==> src/rtl/uart_rx_cfg_if.sv <==
// Receiver-side bus for uart_rx_cfg: line input, frame configuration and
// the received-frame result/status outputs.
`timescale 1ns/1ps
interface uart_rx_cfg_if;
  logic [2:0] Baud_Set;
  logic [1:0] Data_Bits;
  logic [1:0] Parity_Mode;
  logic       uart_rx;
  logic [7:0] Data;
  logic       Rx_Done;
  logic       Parity_Err;
  logic       Frame_Err;
  logic       Break_Det;
  logic       Busy;

  // The receiver produces the result bus and consumes config and line.
  modport master (
    input  Baud_Set, Data_Bits, Parity_Mode, uart_rx,
    output Data, Rx_Done, Parity_Err, Frame_Err, Break_Det, Busy
  );

  // The consumer drives config and line, and reads the result bus.
  modport slave (
    output Baud_Set, Data_Bits, Parity_Mode, uart_rx,
    input  Data, Rx_Done, Parity_Err, Frame_Err, Break_Det, Busy
  );
endinterface

==> src/rtl/uart_rx_cfg.sv <==
// Runtime-configurable UART receiver: 5-8 data bits, optional even/odd
// parity, baud table derived from CLK_FREQ_HZ, 3-sample majority vote,
// false-start rejection and parity/framing/break reporting.
`timescale 1ns/1ps
module uart_rx_cfg #(
  parameter int CLK_FREQ_HZ = 50000000,
  parameter int OVERSAMPLE  = 16,
  parameter int DIV_W       = 16
) (
  input logic           Clk,
  input logic           Reset_n,
  uart_rx_cfg_if.master bus
);

  localparam int TW = $clog2(OVERSAMPLE);
  localparam logic [TW-1:0] TICK_LAST = TW'(OVERSAMPLE - 1);
  localparam logic [TW-1:0] SAMP_A    = TW'(OVERSAMPLE / 2 - 1);
  localparam logic [TW-1:0] SAMP_B    = TW'(OVERSAMPLE / 2);
  localparam logic [TW-1:0] SAMP_C    = TW'(OVERSAMPLE / 2 + 1);

  localparam logic [DIV_W-1:0] DIV_0 = DIV_W'(CLK_FREQ_HZ / (9600   * OVERSAMPLE) - 1);
  localparam logic [DIV_W-1:0] DIV_1 = DIV_W'(CLK_FREQ_HZ / (19200  * OVERSAMPLE) - 1);
  localparam logic [DIV_W-1:0] DIV_2 = DIV_W'(CLK_FREQ_HZ / (38400  * OVERSAMPLE) - 1);
  localparam logic [DIV_W-1:0] DIV_3 = DIV_W'(CLK_FREQ_HZ / (57600  * OVERSAMPLE) - 1);
  localparam logic [DIV_W-1:0] DIV_4 = DIV_W'(CLK_FREQ_HZ / (115200 * OVERSAMPLE) - 1);
  localparam logic [DIV_W-1:0] DIV_5 = DIV_W'(CLK_FREQ_HZ / (230400 * OVERSAMPLE) - 1);
  localparam logic [DIV_W-1:0] DIV_6 = DIV_W'(CLK_FREQ_HZ / (460800 * OVERSAMPLE) - 1);
  localparam logic [DIV_W-1:0] DIV_7 = DIV_W'(CLK_FREQ_HZ / (921600 * OVERSAMPLE) - 1);

  typedef enum logic [2:0] {IDLE, START, DATA, PARITY, STOP} state_t;

  state_t           state;
  logic             sync1, rx_s, rx_d;
  logic             armed;
  logic [DIV_W-1:0] presc;
  logic [DIV_W-1:0] div_sel;
  logic [TW-1:0]    tick_cnt;
  logic [2:0]       bit_idx;
  logic [2:0]       baud_l;
  logic [1:0]       bits_l;
  logic [1:0]       par_l;
  logic [7:0]       shift;
  logic             par_bit;
  logic             s0, s1;
  logic [7:0]       data_q;
  logic             done_q, perr_q, ferr_q, brk_q, busy_q;

  logic       tick;
  logic       start_det;
  logic       maj;
  logic       par_en;
  logic [2:0] last_idx;
  logic       par_bad;

  assign tick      = (state != IDLE) && (presc == div_sel);
  assign start_det = (state == IDLE) && armed && rx_d && !rx_s;
  assign maj       = (s0 & s1) | (s0 & rx_s) | (s1 & rx_s);
  assign par_en    = (par_l == 2'd1) || (par_l == 2'd2);
  assign last_idx  = {1'b0, bits_l} + 3'd4;
  // Unused upper bits of shift stay 0, so XOR over all 8 covers only data.
  assign par_bad   = par_en && ((^shift ^ par_bit) != (par_l == 2'd2));

  assign bus.Data       = data_q;
  assign bus.Rx_Done    = done_q;
  assign bus.Parity_Err = perr_q;
  assign bus.Frame_Err  = ferr_q;
  assign bus.Break_Det  = brk_q;
  assign bus.Busy       = busy_q;

  // Divisor for the baud rate latched at the start of the current frame.
  always_comb begin
    div_sel = DIV_4;
    case (baud_l)
      3'd0:    div_sel = DIV_0;
      3'd1:    div_sel = DIV_1;
      3'd2:    div_sel = DIV_2;
      3'd3:    div_sel = DIV_3;
      3'd4:    div_sel = DIV_4;
      3'd5:    div_sel = DIV_5;
      3'd6:    div_sel = DIV_6;
      default: div_sel = DIV_7;
    endcase
  end

  // Two-flop synchroniser for the RX pin plus a delay flop for edge detection.
  always_ff @(posedge Clk or negedge Reset_n) begin
    if (!Reset_n) begin
      sync1 <= 1'b1;
      rx_s  <= 1'b1;
      rx_d  <= 1'b1;
    end else begin
      sync1 <= bus.uart_rx;
      rx_s  <= sync1;
      rx_d  <= rx_s;
    end
  end

  // Oversample prescaler: held at 0 while idle, wraps on each tick.
  always_ff @(posedge Clk or negedge Reset_n) begin
    if (!Reset_n) begin
      presc <= '0;
    end else if (state == IDLE || tick) begin
      presc <= '0;
    end else begin
      presc <= presc + 1'b1;
    end
  end

  // Frame FSM: tick counting, majority sampling, shifting and result registers.
  always_ff @(posedge Clk or negedge Reset_n) begin
    if (!Reset_n) begin
      state    <= IDLE;
      armed    <= 1'b1;
      tick_cnt <= '0;
      bit_idx  <= '0;
      baud_l   <= '0;
      bits_l   <= '0;
      par_l    <= '0;
      shift    <= '0;
      par_bit  <= 1'b0;
      s0       <= 1'b1;
      s1       <= 1'b1;
      data_q   <= '0;
      done_q   <= 1'b0;
      perr_q   <= 1'b0;
      ferr_q   <= 1'b0;
      brk_q    <= 1'b0;
      busy_q   <= 1'b0;
    end else begin
      done_q <= 1'b0;
      if (rx_s) armed <= 1'b1;
      case (state)
        IDLE: begin
          if (start_det) begin
            baud_l   <= bus.Baud_Set;
            bits_l   <= bus.Data_Bits;
            par_l    <= bus.Parity_Mode;
            tick_cnt <= '0;
            bit_idx  <= '0;
            shift    <= '0;
            par_bit  <= 1'b0;
            state    <= START;
            busy_q   <= 1'b1;
          end
        end
        default: begin
          if (tick) begin
            tick_cnt <= (tick_cnt == TICK_LAST) ? '0 : tick_cnt + 1'b1;
            if (tick_cnt == SAMP_A) s0 <= rx_s;
            if (tick_cnt == SAMP_B) s1 <= rx_s;
            case (state)
              START: begin
                if (tick_cnt == SAMP_C && maj) begin
                  state  <= IDLE;
                  busy_q <= 1'b0;
                end else if (tick_cnt == TICK_LAST) begin
                  state <= DATA;
                end
              end
              DATA: begin
                if (tick_cnt == SAMP_C) shift[bit_idx] <= maj;
                if (tick_cnt == TICK_LAST) begin
                  if (bit_idx == last_idx) state <= par_en ? PARITY : STOP;
                  else bit_idx <= bit_idx + 3'd1;
                end
              end
              PARITY: begin
                if (tick_cnt == SAMP_C) par_bit <= maj;
                if (tick_cnt == TICK_LAST) state <= STOP;
              end
              STOP: begin
                if (tick_cnt == SAMP_C) begin
                  data_q <= shift;
                  perr_q <= par_bad;
                  ferr_q <= !maj;
                  brk_q  <= (shift == 8'd0) && !(par_en && par_bit) && !maj;
                  done_q <= 1'b1;
                  busy_q <= 1'b0;
                  state  <= IDLE;
                  if (!maj) armed <= 1'b0;
                end
              end
              default: begin
                state  <= IDLE;
                busy_q <= 1'b0;
              end
            endcase
          end
        end
      endcase
    end
  end

endmodule

==> src/flat_wrapper.sv <==
// flat-port wrapper written by rule: the top's interface ports become plain ports
module uart_rx_cfg_flat 
#(
  parameter int CLK_FREQ_HZ = 50000000,
  parameter int OVERSAMPLE  = 16,
  parameter int DIV_W       = 16
)
  (Clk, Reset_n, bus_Baud_Set, bus_Data_Bits, bus_Parity_Mode, bus_uart_rx, bus_Data, bus_Rx_Done, bus_Parity_Err, bus_Frame_Err, bus_Break_Det, bus_Busy);
  uart_rx_cfg_if bus_i ();
  input logic Clk;
  input logic Reset_n;
  input wire logic [$bits(bus_i.Baud_Set)-1:0] bus_Baud_Set;
  input wire logic [$bits(bus_i.Data_Bits)-1:0] bus_Data_Bits;
  input wire logic [$bits(bus_i.Parity_Mode)-1:0] bus_Parity_Mode;
  input wire logic [$bits(bus_i.uart_rx)-1:0] bus_uart_rx;
  output wire logic [$bits(bus_i.Data)-1:0] bus_Data;
  output wire logic [$bits(bus_i.Rx_Done)-1:0] bus_Rx_Done;
  output wire logic [$bits(bus_i.Parity_Err)-1:0] bus_Parity_Err;
  output wire logic [$bits(bus_i.Frame_Err)-1:0] bus_Frame_Err;
  output wire logic [$bits(bus_i.Break_Det)-1:0] bus_Break_Det;
  output wire logic [$bits(bus_i.Busy)-1:0] bus_Busy;
  assign bus_i.Baud_Set = bus_Baud_Set;
  assign bus_i.Data_Bits = bus_Data_Bits;
  assign bus_i.Parity_Mode = bus_Parity_Mode;
  assign bus_i.uart_rx = bus_uart_rx;
  assign bus_Data = bus_i.Data;
  assign bus_Rx_Done = bus_i.Rx_Done;
  assign bus_Parity_Err = bus_i.Parity_Err;
  assign bus_Frame_Err = bus_i.Frame_Err;
  assign bus_Break_Det = bus_i.Break_Det;
  assign bus_Busy = bus_i.Busy;
  uart_rx_cfg #(.CLK_FREQ_HZ(CLK_FREQ_HZ), .OVERSAMPLE(OVERSAMPLE), .DIV_W(DIV_W)) u_core (.Clk(Clk), .Reset_n(Reset_n), .bus(bus_i));
endmodule
==> config.mk <==
export PLATFORM = sky130hd
export DESIGN_NAME = uart_rx_cfg_flat
export DESIGN_NICKNAME = d
export VERILOG_FILES = /design/src/rtl/uart_rx_cfg_if.sv /design/src/rtl/uart_rx_cfg.sv /design/src/flat_wrapper.sv
export SDC_FILE = /design/constraint.sdc
export NUM_CORES = 1
export LEC_CHECK = 0
export ABC_AREA = 1
export CAP_MARGIN = 10
export CORE_MARGIN = 1
export CORE_UTILIZATION = 35
export DETAILED_ROUTE_END_ITERATION = 16
export HOLD_SLACK_MARGIN = 0.02
export PLACE_DENSITY = 0.53
export SETUP_SLACK_MARGIN = 0.4
export SYNTH_ARGS = -nofsm -noshare
export SYNTH_HDL_FRONTEND = slang
export SYNTH_SLANG_ARGS = --single-unit
==> constraint.sdc <==
create_clock -name Clk -period 2.1 [get_ports Clk]
set_clock_uncertainty 0.05 [all_clocks]
set_input_delay 0.63 -clock Clk [delete_from_list [all_inputs] [get_ports Clk]]
set_output_delay 0.63 -clock Clk [all_outputs]
set_load 0.005 [all_outputs]
==> key figures <==
Power and ir drop
  – VDD IR max: 0.5477 mV
  – Internal: 3.105 mW
  – Combinational share of power: 52.8%
  – Sw Share: 45.24%
  – Part of the power in registers: 27.9%
  – Leak pwr: 2.216 nW
  – Clk pwr share: 19.3%
  – Power Density: 1185 mW/mm²
  – NetSw: 2.565 mW

Global route
  – Initial antenna violation count: 0
  – Vias in the first global route: 3046
  – GR Overflow Total: 0
  – Aggregate global-route resource usage: 18.92%
  – First-pass GRT wire length: 14.80 mm
  – Largest net degree at the start of global routing: 62

Detailed routing
  – Wirelength, routed: 8.752 mm
  – Drc violations: 0
  – Detailed Routing Iterations Pass 1: 5
  – Via count: 3211
  – Avg WL per Cell: 13.30 µm
  – DRT iter0 DRCs: 158
  – Final ANT Viol Nets: 0
  – Vias per inst: 4.880

Placement
  – Number of buffers added on ports: 22
  – Post-Place Cells: 598
  – Final HPWL DP: 5.485 mm
  – Placer's final routability congestion estimate: 0.8131

Floorplan
  – Die Height: 101.4 µm
  – Core area: 0.009415 mm²
  – # rows: 35
  – # IOs: 23
  – Die W: 101.4 µm
  – Die area: 0.01027 mm²
  – Starting Density: 36.70%

Synthesis
  – Yosys cell types: 35
  – Post-Syn Instances: 449
  – Post-synth EDFFs: 0
  – Syn Area/Cell: 7.697 µm²
  – Largest family of logic cells by synthesized area: simple AND/OR/NAND/NOR gates
  – Synth Warn #: 0
  – Post-synthesis compound-gate area fraction: 6.626%
  – Synth Area in Simple Gates: 33.67%
  – Yosys reg bits: 61
  – Proportion of synthesized area in mux cells: 0.6517%
  – Register area share after synthesis: 44.39%
  – Ys flop type: dfrtp_1
  – Mapped Nets: 469
  – Xor/xnor cell area share of the yosys netlist: 2.534%
  – Fraction of the mapped netlist area in adder cells: 3.621%
  – Post-synth ARST share: 100.0%
  – Synthesized area: 0.003456 mm²

Critical path
  – Critical path's largest stage delay: 0.48 ns
  – CP delay by family, top: simple AND/OR/NAND/NOR gates
  – CP Launch Type: flop
  – CP Max Fanout: 7
  – Reg2reg path depth: 12
  – CP Launch Point: u_core.baud_l[0]$_DFFE_PN0P_
  – Reg-to-reg slack, setup: 0.21 ns
  – CP Class: reg2reg
  – Worst-path cell chain: inv_4 -> nand2_4 -> nand2_1 -> nand2_2 -> a21oi_2 -> nor2_4 -> nand3_4 -> buf_12 -> nand2_8 -> buf_4 -> buf_6 -> nor3_2
  – Worst r2r src: u_core.baud_l[0]$_DFFE_PN0P_
  – Worst setup EP type: flop
  – CP Capture Point: u_core.presc[7]$_DFF_PN0_
  – CP Data Required Time: 2.32 ns
  – CP Depth: 12
  – CP bufs+invs: 4
  – Slowest stage cell, crit path: dfrtp_2
  – Worst flop-to-flop path endpoint: u_core.presc[7]$_DFF_PN0_
  – Worst endpoint data arrival time: 2.11 ns

Hold path
  – Hold crit path type: in2async

Clock tree
  – Clock sinks: 61
  – Post-CTS Hold Fix Bufs: 0
  – CTS H-Tree Depth: 3
  – CTS Buf Count: 9
  – Maximum buffer depth of the clock tree: 2
  – Worst skew pair latency: 0.35 ns
  – Clk slew on worst S/H paths: 0.08 ns
  – TritonCTS clock tree: built
  – CTS root buf: clkbuf_8

STA
  – Worst slew pin tran: 0.3585 ns
  – Achievable Freq: 528.2 MHz
  – Final period util: 90.16%
  – Setup Total Neg Slack: 0 ns
  – Pins over their slew limit: 0
  – Final setup violation count: 0
  – Unrepaired setup endpoints after global routing: true
  – Final hold vios: 0
  – Max_slew headroom: 76.10%
  – Period minus WS final: 1.893 ns

Final layout
  – Layout cells sized above 1: 31.57%
  – Nets@finish: 544
  – Layout area overhead: 38.41%
  – Post-route insts no fill: 658
  – Fillers: 932
  – Ant diodes: 0

Outcome
  – Outcome: complete, no violations

Flow run
  – MaxCap Viol Count: 0
sequential cells by signal, indices dropped and copies added (netlist names), 2 cells and up:
register / flops
u_core.baud_l: 3
u_core.bus.Data: 8
u_core.tick_cnt: 4
u_core.par_l: 2
u_core.shift: 8
u_core.state: 3
u_core.presc: 16
u_core.bit_idx: 3
u_core.bits_l: 2
worst min path at each step:
stage                                 from                           end  slack, ns  depth (start not counted)
floorplan                          Reset_n  u_core.baud_l[0]$_DFFE_PN0P_       0.28                          0
global placement    u_core.sync1$_DFF_PN1_         u_core.rx_s$_DFF_PN1_       0.30                          0
detailed placement  u_core.sync1$_DFF_PN1_         u_core.rx_s$_DFF_PN1_       0.30                          0
CTS                                Reset_n    u_core.presc[14]$_DFF_PN0_       0.25                          2
global route                       Reset_n    u_core.presc[14]$_DFF_PN0_       0.27                          2
finish                             Reset_n    u_core.presc[14]$_DFF_PN0_       0.20                          2
cells in the mapped netlist (3+ instances only):
cell type | n | area, µm²
xor2_1 | 8 | 70.07
inv_1 | 56 | 210.2
nor3_1 | 9 | 45.04
nand4_1 | 18 | 112.6
nand3_1 | 42 | 210.2
dfstp_2 | 6 | 157.7
nor2_1 | 43 | 161.4
dfrtp_1 | 55 | 1376
nor3_2 | 3 | 30.03
clkbuf_1 | 5 | 18.77
nand2_1 | 114 | 427.9
buf_2 | 4 | 20.02
a21oi_1 | 10 | 50.05
ha_1 | 10 | 125.1
inv_2 | 6 | 22.52
o21ai_0 | 13 | 65.06
o21ai_1 | 15 | 75.07
nand2_2 | 4 | 25.02
kinds of logic after synthesis:
kind of cell | count (synthesis)
mux | 2
compound gates | 43
simple gates | 250
xor+xnor | 10
buf+inv | 73
fa+ha+maj | 10
flops | 61
power by group through the flow:
stage	Clock [mW]	Sequential [mW]	Combinational, mW
CTS	1.13	1.56	2.67
detailed placement	0	1.56	1.96
finish	1.09	1.58	3.00
global route	1.19	1.61	3.30
global placement	0	1.56	1.95
floorplan	0	1.47	1.56
worst register-to-register path, cell delays in order, from the launching register on:
cell,delay (ns)
dfrtp_2,0.48
inv_4,0.11
nand2_4,0.07
nand2_1,0.07
nand2_2,0.07
a21oi_2,0.18
nor2_4,0.08
nand3_4,0.13
buf_12,0.13
nand2_8,0.06
buf_4,0.15
buf_6,0.11
nor3_2,0.13
metrics by stage:
step	hold slack (ns)	total power [mW]	setup WS [ns]	area, µm²	utilization, %
floorplan	0.2844	3.030	0.4333	3460	-
global placement	0.2954	3.505	0.2079	3855	40.94
detailed placement	0.2973	3.525	0.1543	3855	40.94
CTS	0.2460	5.361	0.2492	4548	48.31
global route	0.2671	6.103	0.07037	4783	50.80
finish	0.2021	5.670	0.2067	4783	50.80
metal layers:
| metal | GRT usage [%] | wire length, µm |
|---|---|---|
| met2 | 28.68 | 3970 |
| met5 | 0 | 0 |
| met4 | 7.804 | 196 |
| met3 | 3.382 | 306 |
| met1 | 26.68 | 4278 |
what timing repair did:
item	4_1_cts	5_1_grt
cloned	8	0
setup buffers	26	10
endpoints found under the setup margin	64	63
gates resized for setup	82	59
pin swaps	18	20
final cells by class:
cell class | instances | area [µm²] | share of cell area (%)
clock inverters | 5 | 58.81 | 1.229
repair buffers | 70 | 655.6 | 13.71
inverters | 62 | 245.2 | 5.127
clock buffers | 11 | 141.4 | 2.956
flip-flops and latches | 61 | 1543 | 32.25
well taps | 129 | 161.4 | 3.374
multi-input cells | 319 | 1971 | 41.20
repair inverters | 1 | 7.507 | 0.1569
placed cells by master (no fill, tap or decap), drive strengths merged, types with 2 or more instances in the layout:
cell type,netlist,layout
clkinvlp,0,3
dfstp,6,6
nor2,46,46
clkbuf,5,11
dlygate4sd2,0,2
clkdlybuf4s15,0,11
clkdlybuf4s50,0,8
inv,62,63
nor3b,2,2
buf,6,49
nor3,12,12
a21boi,2,2
o21ai,28,28
ha,10,10
nand4,20,20
mux2,2,2
nand3b,2,2
and3,2,2
nand3,44,44
nor4,2,2
nand2,120,124
xnor2,2,2
dfrtp,55,55
xor2,8,8
a21oi,11,11
(Power assumes the default switching activity.)
